**config.mk**
```make
export PLATFORM = sky130hd
export DESIGN_NAME = axil_reg_bank_flat
export DESIGN_NICKNAME = d
export VERILOG_FILES = /design/src/rtl/axil_reg_bank_if.sv /design/src/rtl/axil_reg_bank.sv /design/src/flat_wrapper.sv
export SDC_FILE = /design/constraint.sdc
export NUM_CORES = 1
export LEC_CHECK = 0
export BUFFER_PORTS_ARGS = -buffer_cell sky130_fd_sc_hd__buf_4
export CAP_MARGIN = 20
export CORE_AREA = 4 4 256 258
export CTS_CLUSTER_DIAMETER = 80
export DETAILED_ROUTE_END_ITERATION = 7
export DIE_AREA = 0 0 260 262
export GPL_TIMING_DRIVEN = 1
export PLACE_DENSITY = 0.57
export SLEW_MARGIN = 20
export SYNTH_ARGS = -nofsm -noshare
export SYNTH_HDL_FRONTEND = slang
export SYNTH_SLANG_ARGS = --single-unit
```
**constraint.sdc**
```tcl
create_clock -name aclk -period 2.94 [get_ports aclk]
set_input_delay 0.588 -clock aclk [delete_from_list [all_inputs] [get_ports aclk]]
set_output_delay 0.588 -clock aclk [all_outputs]
set_load 0.02 [all_outputs]
```
**src/rtl/axil_reg_bank_if.sv**
```systemverilog
// AXI4-Lite bus bundle used between the FrontPanel-to-AXI-Lite master and
// the register bank.
//   aw*  write address channel     w*  write data channel
//   b*   write response channel    ar* read address channel
//   r*   read data channel
// Modports: master drives addresses/data/ready-for-response, slave drives
// the ready/valid/response signals.
interface axil_reg_bank_if;
  logic [31:0] awaddr;
  logic        awvalid;
  logic        awready;
  logic [31:0] wdata;
  logic [3:0]  wstrb;
  logic        wvalid;
  logic        wready;
  logic [1:0]  bresp;
  logic        bvalid;
  logic        bready;
  logic [31:0] araddr;
  logic        arvalid;
  logic        arready;
  logic [31:0] rdata;
  logic [1:0]  rresp;
  logic        rvalid;
  logic        rready;

  modport master (
    output awaddr, awvalid, wdata, wstrb, wvalid, bready, araddr, arvalid, rready,
    input  awready, wready, bresp, bvalid, arready, rdata, rresp, rvalid
  );

  modport slave (
    input  awaddr, awvalid, wdata, wstrb, wvalid, bready, araddr, arvalid, rready,
    output awready, wready, bresp, bvalid, arready, rdata, rresp, rvalid
  );
endinterface

```
**src/rtl/axil_reg_bank.sv**
```systemverilog
// AXI4-Lite slave register bank.
// NUM_RW read/write control registers followed by NUM_RO read-only status
// registers, 32 bits each, starting at BASE_ADDR. Accesses outside the map
// complete with SLVERR. One outstanding write and one outstanding read; the
// two channels are independent.
// Ports:
//   aclk, aresetn  clock, asynchronous active-low reset
//   s_axil         AXI4-Lite slave port (axil_reg_bank_if.slave)
//   reg_out        R/W register contents, reg i at [32i+31:32i]
//   reg_wr_pulse   bit i high for one cycle after an OKAY write to reg i
//   reg_in         RO register sources, same packing as reg_out
module axil_reg_bank #(
  parameter int unsigned NUM_RW    = 8,
  parameter int unsigned NUM_RO    = 8,
  parameter logic [31:0] BASE_ADDR = 32'h0000_0000,
  parameter logic [31:0] RW_RESET  = 32'h0000_0000
) (
  input  logic                   aclk,
  input  logic                   aresetn,
  axil_reg_bank_if.slave         s_axil,
  output logic [NUM_RW*32-1:0]   reg_out,
  output logic [NUM_RW-1:0]      reg_wr_pulse,
  input  logic [NUM_RO*32-1:0]   reg_in
);

  localparam logic [1:0] RESP_OKAY   = 2'b00;
  localparam logic [1:0] RESP_SLVERR = 2'b10;

  typedef enum logic [1:0] {
    TGT_RW,
    TGT_RO,
    TGT_OOM
  } tgt_e;

  // Word index relative to the bank base; byte-lane bits are dropped.
  function automatic logic [31:0] addr_idx(input logic [31:0] addr);
    return (addr - BASE_ADDR) >> 2;
  endfunction

  function automatic tgt_e addr_tgt(input logic [31:0] addr);
    if (addr < BASE_ADDR)                    return TGT_OOM;
    else if (addr_idx(addr) < NUM_RW)          return TGT_RW;
    else if (addr_idx(addr) < NUM_RW + NUM_RO) return TGT_RO;
    return TGT_OOM;
  endfunction

  logic [31:0] regs [NUM_RW];

  // Write-path state
  logic        aw_full, w_full;
  logic        awready_q, wready_q;
  logic [31:0] aw_addr_q;
  logic [31:0] w_data_q;
  logic [3:0]  w_strb_q;
  logic        bvalid_q;
  logic [1:0]  bresp_q;

  // Read-path state
  logic        arready_q;
  logic        rvalid_q;
  logic [31:0] rdata_q;
  logic [1:0]  rresp_q;

  logic        aw_hs, w_hs, b_hs, commit;
  logic        aw_full_nxt, w_full_nxt;
  logic [31:0] wr_idx;
  tgt_e        wr_tgt;

  logic        ar_hs, r_hs, rvalid_nxt;
  logic [31:0] rd_idx;
  tgt_e        rd_tgt;
  logic [31:0] rd_data;

  assign s_axil.awready = awready_q;
  assign s_axil.wready  = wready_q;
  assign s_axil.bvalid  = bvalid_q;
  assign s_axil.bresp   = bresp_q;
  assign s_axil.arready = arready_q;
  assign s_axil.rvalid  = rvalid_q;
  assign s_axil.rdata   = rdata_q;
  assign s_axil.rresp   = rresp_q;

  for (genvar g = 0; g < NUM_RW; g++) begin : g_reg_out
    assign reg_out[32*g +: 32] = regs[g];
  end

  // Ready flags are registered copies of the next holding state so they
  // read 0 in reset and rise on the first edge after release.
  always_comb begin
    aw_hs       = s_axil.awvalid & awready_q;
    w_hs        = s_axil.wvalid & wready_q;
    b_hs        = bvalid_q & s_axil.bready;
    commit      = aw_full & w_full & ~bvalid_q;
    aw_full_nxt = b_hs ? 1'b0 : (aw_full | aw_hs);
    w_full_nxt  = b_hs ? 1'b0 : (w_full | w_hs);
    wr_idx      = addr_idx(aw_addr_q);
    wr_tgt      = addr_tgt(aw_addr_q);
  end

  always_ff @(posedge aclk or negedge aresetn) begin
    if (!aresetn) begin
      aw_full      <= 1'b0;
      w_full       <= 1'b0;
      awready_q    <= 1'b0;
      wready_q     <= 1'b0;
      aw_addr_q    <= '0;
      w_data_q     <= '0;
      w_strb_q     <= '0;
      bvalid_q     <= 1'b0;
      bresp_q      <= RESP_OKAY;
      reg_wr_pulse <= '0;
      for (int unsigned i = 0; i < NUM_RW; i++) regs[i] <= RW_RESET;
    end else begin
      aw_full      <= aw_full_nxt;
      w_full       <= w_full_nxt;
      awready_q    <= ~aw_full_nxt;
      wready_q     <= ~w_full_nxt;
      reg_wr_pulse <= '0;
      if (aw_hs) aw_addr_q <= s_axil.awaddr;
      if (w_hs) begin
        w_data_q <= s_axil.wdata;
        w_strb_q <= s_axil.wstrb;
      end
      if (commit) begin
        bvalid_q <= 1'b1;
        bresp_q  <= (wr_tgt == TGT_RW) ? RESP_OKAY : RESP_SLVERR;
        if (wr_tgt == TGT_RW) begin
          for (int unsigned i = 0; i < NUM_RW; i++) begin
            if (wr_idx == i) begin
              reg_wr_pulse[i] <= 1'b1;
              for (int unsigned b = 0; b < 4; b++) begin
                if (w_strb_q[b]) regs[i][8*b +: 8] <= w_data_q[8*b +: 8];
              end
            end
          end
        end
      end else if (b_hs) begin
        bvalid_q <= 1'b0;
      end
    end
  end

  // Read data mux works on the live register array, so a read landing on
  // the same edge as a write commit returns the pre-write value.
  always_comb begin
    ar_hs      = s_axil.arvalid & arready_q;
    r_hs       = rvalid_q & s_axil.rready;
    rvalid_nxt = ar_hs ? 1'b1 : (r_hs ? 1'b0 : rvalid_q);
    rd_idx     = addr_idx(s_axil.araddr);
    rd_tgt     = addr_tgt(s_axil.araddr);
    rd_data    = '0;
    for (int unsigned i = 0; i < NUM_RW; i++) begin
      if (rd_tgt == TGT_RW && rd_idx == i) rd_data = regs[i];
    end
    for (int unsigned j = 0; j < NUM_RO; j++) begin
      if (rd_tgt == TGT_RO && rd_idx == NUM_RW + j) rd_data = reg_in[32*j +: 32];
    end
  end

  always_ff @(posedge aclk or negedge aresetn) begin
    if (!aresetn) begin
      arready_q <= 1'b0;
      rvalid_q  <= 1'b0;
      rdata_q   <= '0;
      rresp_q   <= RESP_OKAY;
    end else begin
      rvalid_q  <= rvalid_nxt;
      arready_q <= ~rvalid_nxt;
      if (ar_hs) begin
        rdata_q <= rd_data;
        rresp_q <= (rd_tgt == TGT_OOM) ? RESP_SLVERR : RESP_OKAY;
      end
    end
  end

endmodule

```
**src/flat_wrapper.sv**
```systemverilog
// flat-port wrapper written by rule: the top's interface ports become plain ports
module axil_reg_bank_flat 
#(
  parameter int unsigned NUM_RW    = 8,
  parameter int unsigned NUM_RO    = 8,
  parameter logic [31:0] BASE_ADDR = 32'h0000_0000,
  parameter logic [31:0] RW_RESET  = 32'h0000_0000
)
  (aclk, aresetn, reg_out, reg_wr_pulse, reg_in, s_axil_awaddr, s_axil_awvalid, s_axil_wdata, s_axil_wstrb, s_axil_wvalid, s_axil_bready, s_axil_araddr, s_axil_arvalid, s_axil_rready, s_axil_awready, s_axil_wready, s_axil_bresp, s_axil_bvalid, s_axil_arready, s_axil_rdata, s_axil_rresp, s_axil_rvalid);
  axil_reg_bank_if s_axil_i ();
  input  logic aclk;
  input  logic aresetn;
  output logic [NUM_RW*32-1:0] reg_out;
  output logic [NUM_RW-1:0] reg_wr_pulse;
  input  logic [NUM_RO*32-1:0] reg_in;
  input wire logic [$bits(s_axil_i.awaddr)-1:0] s_axil_awaddr;
  input wire logic [$bits(s_axil_i.awvalid)-1:0] s_axil_awvalid;
  input wire logic [$bits(s_axil_i.wdata)-1:0] s_axil_wdata;
  input wire logic [$bits(s_axil_i.wstrb)-1:0] s_axil_wstrb;
  input wire logic [$bits(s_axil_i.wvalid)-1:0] s_axil_wvalid;
  input wire logic [$bits(s_axil_i.bready)-1:0] s_axil_bready;
  input wire logic [$bits(s_axil_i.araddr)-1:0] s_axil_araddr;
  input wire logic [$bits(s_axil_i.arvalid)-1:0] s_axil_arvalid;
  input wire logic [$bits(s_axil_i.rready)-1:0] s_axil_rready;
  output wire logic [$bits(s_axil_i.awready)-1:0] s_axil_awready;
  output wire logic [$bits(s_axil_i.wready)-1:0] s_axil_wready;
  output wire logic [$bits(s_axil_i.bresp)-1:0] s_axil_bresp;
  output wire logic [$bits(s_axil_i.bvalid)-1:0] s_axil_bvalid;
  output wire logic [$bits(s_axil_i.arready)-1:0] s_axil_arready;
  output wire logic [$bits(s_axil_i.rdata)-1:0] s_axil_rdata;
  output wire logic [$bits(s_axil_i.rresp)-1:0] s_axil_rresp;
  output wire logic [$bits(s_axil_i.rvalid)-1:0] s_axil_rvalid;
  assign s_axil_i.awaddr = s_axil_awaddr;
  assign s_axil_i.awvalid = s_axil_awvalid;
  assign s_axil_i.wdata = s_axil_wdata;
  assign s_axil_i.wstrb = s_axil_wstrb;
  assign s_axil_i.wvalid = s_axil_wvalid;
  assign s_axil_i.bready = s_axil_bready;
  assign s_axil_i.araddr = s_axil_araddr;
  assign s_axil_i.arvalid = s_axil_arvalid;
  assign s_axil_i.rready = s_axil_rready;
  assign s_axil_awready = s_axil_i.awready;
  assign s_axil_wready = s_axil_i.wready;
  assign s_axil_bresp = s_axil_i.bresp;
  assign s_axil_bvalid = s_axil_i.bvalid;
  assign s_axil_arready = s_axil_i.arready;
  assign s_axil_rdata = s_axil_i.rdata;
  assign s_axil_rresp = s_axil_i.rresp;
  assign s_axil_rvalid = s_axil_i.rvalid;
  axil_reg_bank #(.NUM_RW(NUM_RW), .NUM_RO(NUM_RO), .BASE_ADDR(BASE_ADDR), .RW_RESET(RW_RESET)) u_core (.aclk(aclk), .aresetn(aresetn), .s_axil(s_axil_i), .reg_out(reg_out), .reg_wr_pulse(reg_wr_pulse), .reg_in(reg_in));
endmodule
```
# Yosys cells after proc, flatten, opt, wreduce, memory -nomap -nowiden
# Index checks and enable logic that the tools add are counted.
dict set report totals {
  reg_bits 375
  in_bits 363
  output_inout_bits 305
  word_cells 190
}
dict set report op_classes {
  n_lt_le_gt_ge 6
  eq_ne 24
  n_mux 48
  n_bitwise 13
  n_reduce_logical 53
}
# op count
set op_table {}
lappend op_table {{$mux 32} 16}
lappend op_table {{$eq 30x3->1 const B} 8}
lappend op_table {{$eq 30x4->1 const B} 8}
lappend op_table {{$reduce_and 4->1} 32}
lappend op_table {{$eq 30x2->1 const B} 4}
lappend op_table {{$logic_not 32->1} 2}
lappend op_table {{$lt 32x1->1 const B} 2}
lappend op_table {{$eq 30x1->1 const B} 2}
lappend op_table {{$lt 30x4->1 const B} 2}
lappend op_table {{$lt 30x5->1 const B} 2}
lappend op_table {{$mux 1} 20}
lappend op_table {{$mux 2} 10}
lappend op_table {{$logic_and 1x1->1} 16}
lappend op_table {{$mux 8} 2}
lappend op_table {{$and 1x1->1} 7}
lappend op_table {{$logic_not 2->1} 2}
lappend op_table {{$not 1->1} 4}
lappend op_table {{$eq 2x1->1 const B} 1}
lappend op_table {{$eq 2x2->1 const B} 1}
lappend op_table {{$or 1x1->1} 2}
lappend op_table {{$reduce_bool 2->1} 1}

# Depth between registers and ports, before layout
dict set report depth {
  word_depth 23
  ltp_mapped 11
  mapped_depth_nobuf 7
}

# Worst setup path before layout
# Ideal clock, no wire load.
dict set report synth_path {
  path_kind {input port to flip-flop}
  from {in s_axil_araddr[16]}
  to {reg u_core.rdata_q[22], in the netlist u_core.s_axil.rdata[22]}
  setup_ns 0.121
  t_arrival_ns 2.487
  t_required_ns 2.819
  path_slack_ns 0.332
  cell_stages 8
  n_path_buf 2
  cell_sequence {or4_1 > clkbuf_1 > or4_1 > clkbuf_1 > o221ai_1 > a31oi_1 > nor2_1 > a21oi_1}
}
dict set report synth_via {
  elab_chain_len 23
  word_cells_on_any_way 59
  classes_between {3 x order compare; 16 x eq/ne; 22 x mux; 18 x reduce/logical}
}
# item line_no
set synth_lines {}
lappend synth_lines {{start, declared} flat_wrapper.sv:22} ;# input wire logic [$bits(s_axil_i.araddr)-1:0] s_axil_araddr;
lappend synth_lines {{$lt 30x5->1} axil_reg_bank.sv:43} ;# else if (addr_idx(addr) < NUM_RW + NUM_RO) return TGT_RO;
lappend synth_lines {{$mux 1} axil_reg_bank.sv:43}
lappend synth_lines {{$mux 1} axil_reg_bank.sv:42} ;# else if (addr_idx(addr) < NUM_RW) return TGT_RW;
lappend synth_lines {{$mux 1} axil_reg_bank.sv:41} ;# if (addr < BASE_ADDR) return TGT_OOM;
lappend synth_lines {{$mux 2} axil_reg_bank.sv:44} ;# return TGT_OOM;
lappend synth_lines {{$logic_not 2->1} axil_reg_bank.sv:153} ;# if (rd_tgt == TGT_RW && rd_idx == i) rd_data = regs[i];
lappend synth_lines {{$logic_and 1x1->1} axil_reg_bank.sv:153}
lappend synth_lines {{$mux 32 (8 in series)} axil_reg_bank.sv:153}
lappend synth_lines {{$mux 32 (7 in series)} axil_reg_bank.sv:156} ;# if (rd_tgt == TGT_RO && rd_idx == NUM_RW + j) rd_data = reg_in[32*j +: 32];
lappend synth_lines {{$mux 32 *} axil_reg_bank.sv:156}
lappend synth_lines {{end signal, assigned} axil_reg_bank.sv:170} ;# rdata_q <= rd_data;
lappend synth_lines {{end, declared} axil_reg_bank.sv:61} ;# logic [31:0] rdata_q;
# Mark *: on every way between the ends. The rest lies on a longest branch, timed or not.
# A chain may end at the register's enable or synchronous reset.

# Final worst setup path
dict set report layout_path {
  from {in s_axil_araddr[13]}
  to {reg u_core.rdata_q[1], in the netlist u_core.s_axil.rdata[1]}
}
# The elaborated chain is that of the path after synthesis.

==> impl_metrics.py <==
metrics = {
    "critical_path": {
        "r2r-end": "u_core.reg_out[207]",
        "critPathMaxFanout": 36,
        "slowest_delay_ns": 0.85,
        "cp_top_family": "compound AO/OA/AOI/OAI gates",
        "crit_required_ns": 3.44,
        "worstPathCellList": "buf_4 -> nor4_2 -> and3_1 -> nand2_2 -> buf_12 -> a2111oi_1 -> buf_4 -> o221ai_1 -> a21o_1 -> a21oi_1",
        "reg2reg_slack_ns": 0.09,
        "endpoint": "u_core.s_axil.rdata[1]",
        "critical_path_class": "primary input to flop",
        "cp.arrival_ns": 3.35,
        "ff2ff_path_depth": 7,
        "crit_start": "s_axil_araddr[13]",
        "crit_cells": 10,
        "worst_setup_path_start_kind": "primary input",
        "reg2reg_from": "u_core.aw_addr_q[20]",
        "cp-end-kind": "flop",
        "worst-path-buf-inv": 3,
        "worst_path_most_repeated_cell": "buf_4",
        "crit_path_top_delay_cell": "a2111oi_1",
    },
    "yosys": {
        "ys_ff_latch": 371,
        "yosysSeqAreaShare": 0.504,
        "synth_edf_count": 0,
        "synth_top_family_by_area": "multiplexers",
        "synth-main-ff-cell": "dfrtp_1",
        "ys_types": 63,
        "postSynthCellCount": 1559,
        "yosysWarnings": 0,
        "synth_compound_area_frac": 0.139,
        "synth_xor_area_frac": 0,
        "synth_mux_area_frac": 0.240,
        "synth_area_mm2": 0.0184,
        "synth_fa_ha_area_frac": 0,
        "syn_area_per_cell_um2": 11.8,
        "async_flop_share": 1.00,
        "yosys.area_share.simple": 0.0930,
    },
    "die": {
        "die-area_mm2": 0.0681,
        "die_h_um": 262,
        "die_w_um": 260,
        "start_util": 0.293,
        "rows": 92,
        "ios": 668,
        "core_area_mm2": 0.0630,
    },
    "sta": {
        "relSlewSlack": 0.392,
        "fmax_mhz": 350,
        "final_max_slew_viol_count": 0,
        "timing.hold.ws_ns": 0.0542,
        "period_needed_ns": 2.85,
        "fin_skew_ns": 0.0315,
        "tightest_slew_ns": 0.909,
        "worst_slack_ns": 0.0864,
        "setup-violations-final": 0,
        "post-route-period-util": 0.971,
        "final-hold-violation-count": 0,
        "grt_setup_unrepaired": "true",
    },
    "placement": {
        "gp_congestion": 0.939,
        "dp_slack_ns": -0.588,
        "portBuffers": 661,
        "dpl.cell_count": 3148,
        "dp_hpwl_mm": 79.5,
        "post_dp_cell_area_mm2": 0.0258,
    },
    "cts": {
        "postCtsSetupBuffers": 0,
        "clkTransAtPathRegs_ns": 0.06,
        "clock_latency_ns": 0.59,
        "cts_buffers": 45,
        "cts_tree": "built",
        "cts_root_buf": "clkbuf_16",
        "clock_path_buffers": 3,
        "cts.sink_count": 371,
        "htreeDepth": 2,
    },
    "status": {
        "status": "finished, final reports clean",
    },
    "flow_run": {
        "cap_violations": 0,
    },
    "route": {
        "routedWlPerCell_um": 30.9,
        "via_per_inst": 5.47,
        "ant_nets": 0,
        "drt_iter0_markers": 1285,
        "drc": 0,
        "drtPass1Iterations": 8,
        "num_vias": 17700,
        "wl_mm": 100,
    },
    "power_and_ir_drop": {
        "p_per_area_mw_per_mm2": 532,
        "ir_worst_vdd_uv": 553,
        "total_power_w": 0.0145,
        "p_leak_nw": 13.3,
    },
    "min_path": {
        "hp-class": "primary input to async pin",
    },
    "final_layout": {
        "area_growth_pct": 48.0,
        "nets": 2712,
        "design_area_mm2": 0.0273,
        "drive_gt1_frac": 0.550,
        "fin_cells": 3235,
    },
    "grt": {
        "antenna_found_initial": 10,
        "first_global_vias": 18200,
        "grt_pass1_wl_mm": 137,
        "grtUsageTotal": 0.280,
        "grt_max_degree": 85,
        "grt_overflow_total": 0,
    },
}
==> placed cells by master, fill, tap and decap left out, types with 19 or more instances in the layout <==
cell type / n
a221oi_1: 24
buf_4: 813
nor3_1: 24
a21oi_1: 67
mux4_2: 19
o22ai_1: 35
o221ai_1: 24
a22oi_1: 33
mux2_2: 341
nor2_1: 75
o21ai_0: 58
clkbuf_16: 45
dfrtp_1: 371
nand2_1: 98
buf_12: 24
==> what timing repair did <==
action / in CTS / in global routing
resized for setup: 0 / 13
endpoints found under the setup margin: 0 / 124
endpoints found under the hold margin: 0 / 0
hold buffers: 0 / 0
==> through the flow <==
| stage | util | setup TNS, ns |
|---|---|---|
| after global routing | 0.433 | -2.10 |
| after floorplan | - | 0 |
| after global placement | 0.410 | -3.01 |
| after CTS | 0.433 | 0 |
| after detailed placement | 0.410 | -2.35 |
| final | 0.433 | 0 |
==> cells in the mapped netlist (all sizes together), types with 29 or more instances <==
cell type    n  share of area
a21oi       67          0.018
a22oi       33          0.013
buf         32         0.0089
clkbuf      65          0.013
dfrtp      371           0.50
mux2       341           0.21
nand2      110          0.022
nor2        77          0.016
nor3        29         0.0085
o21ai       58          0.016
o22ai       35          0.012
==> per-layer routing <==
metal,part of all wire,GRT usage
met3,0.078,0.0658
met2,0.49,0.480
met5,0.00013,0
met4,0.040,0.108
met1,0.39,0.343
==> state kept, by name (all words and copies together) (netlist names) <==
register	flops
u_core.aw_addr_q	30
u_core.aw_full	1
u_core.reg_out	256
u_core.reg_wr_pulse	8
u_core.s_axil.arready	1
u_core.s_axil.awready	1
u_core.s_axil.bresp	1
u_core.s_axil.bvalid	1
u_core.s_axil.rdata	32
u_core.s_axil.rresp	1
u_core.s_axil.rvalid	1
u_core.s_axil.wready	1
u_core.w_data_q	32
u_core.w_full	1
u_core.w_strb_q	4
==> kinds of logic (layout without fill, tap and decap cells) <==
family                 count (synthesis)  after routing
muxes                                375            375
DFF                                  371            371
and+or+nand+nor                      339            339
other                                  1             10
AOI/OAI and AO/OA                    365            365
buffers and inverters                108            929
==> final cells by class <==
class / count / area [um^2]
well taps: 846 / 1060
clock buffers: 63 / 1240
repair buffers: 839 / 6610
flip-flops and latches: 371 / 9280
diodes: 8 / 20.0
multi-input cells: 1081 / 8830
inverters: 11 / 41.3
clock inverters: 16 / 196
fillers: 6078 / 35700
==> worst min path at each step <==
stage	start	end	slack (ns)
2_1_floorplan	aresetn	u_core.aw_addr_q[10]	0.29
3_3_place_gp	u_core.s_axil.rdata[0]	u_core.s_axil.rdata[0]	0.48
3_5_place_dp	u_core.s_axil.rdata[24]	u_core.s_axil.rdata[24]	0.48
4_1_cts	aresetn	u_core.reg_out[184]	0.06
5_1_grt	aresetn	u_core.reg_out[20]	0.09
6_report	aresetn	u_core.reg_out[20]	0.05
==> power breakdown <==
part	switching [W]	internal (W)	total, W
Clock	0.00233	0.00324	0.00557
Sequential	0.000914	0.00569	0.00661
Combinational	0.00114	0.00119	0.00233
Total	0.00438	0.0101	0.0145
Power figures use the tool's default switching activity.
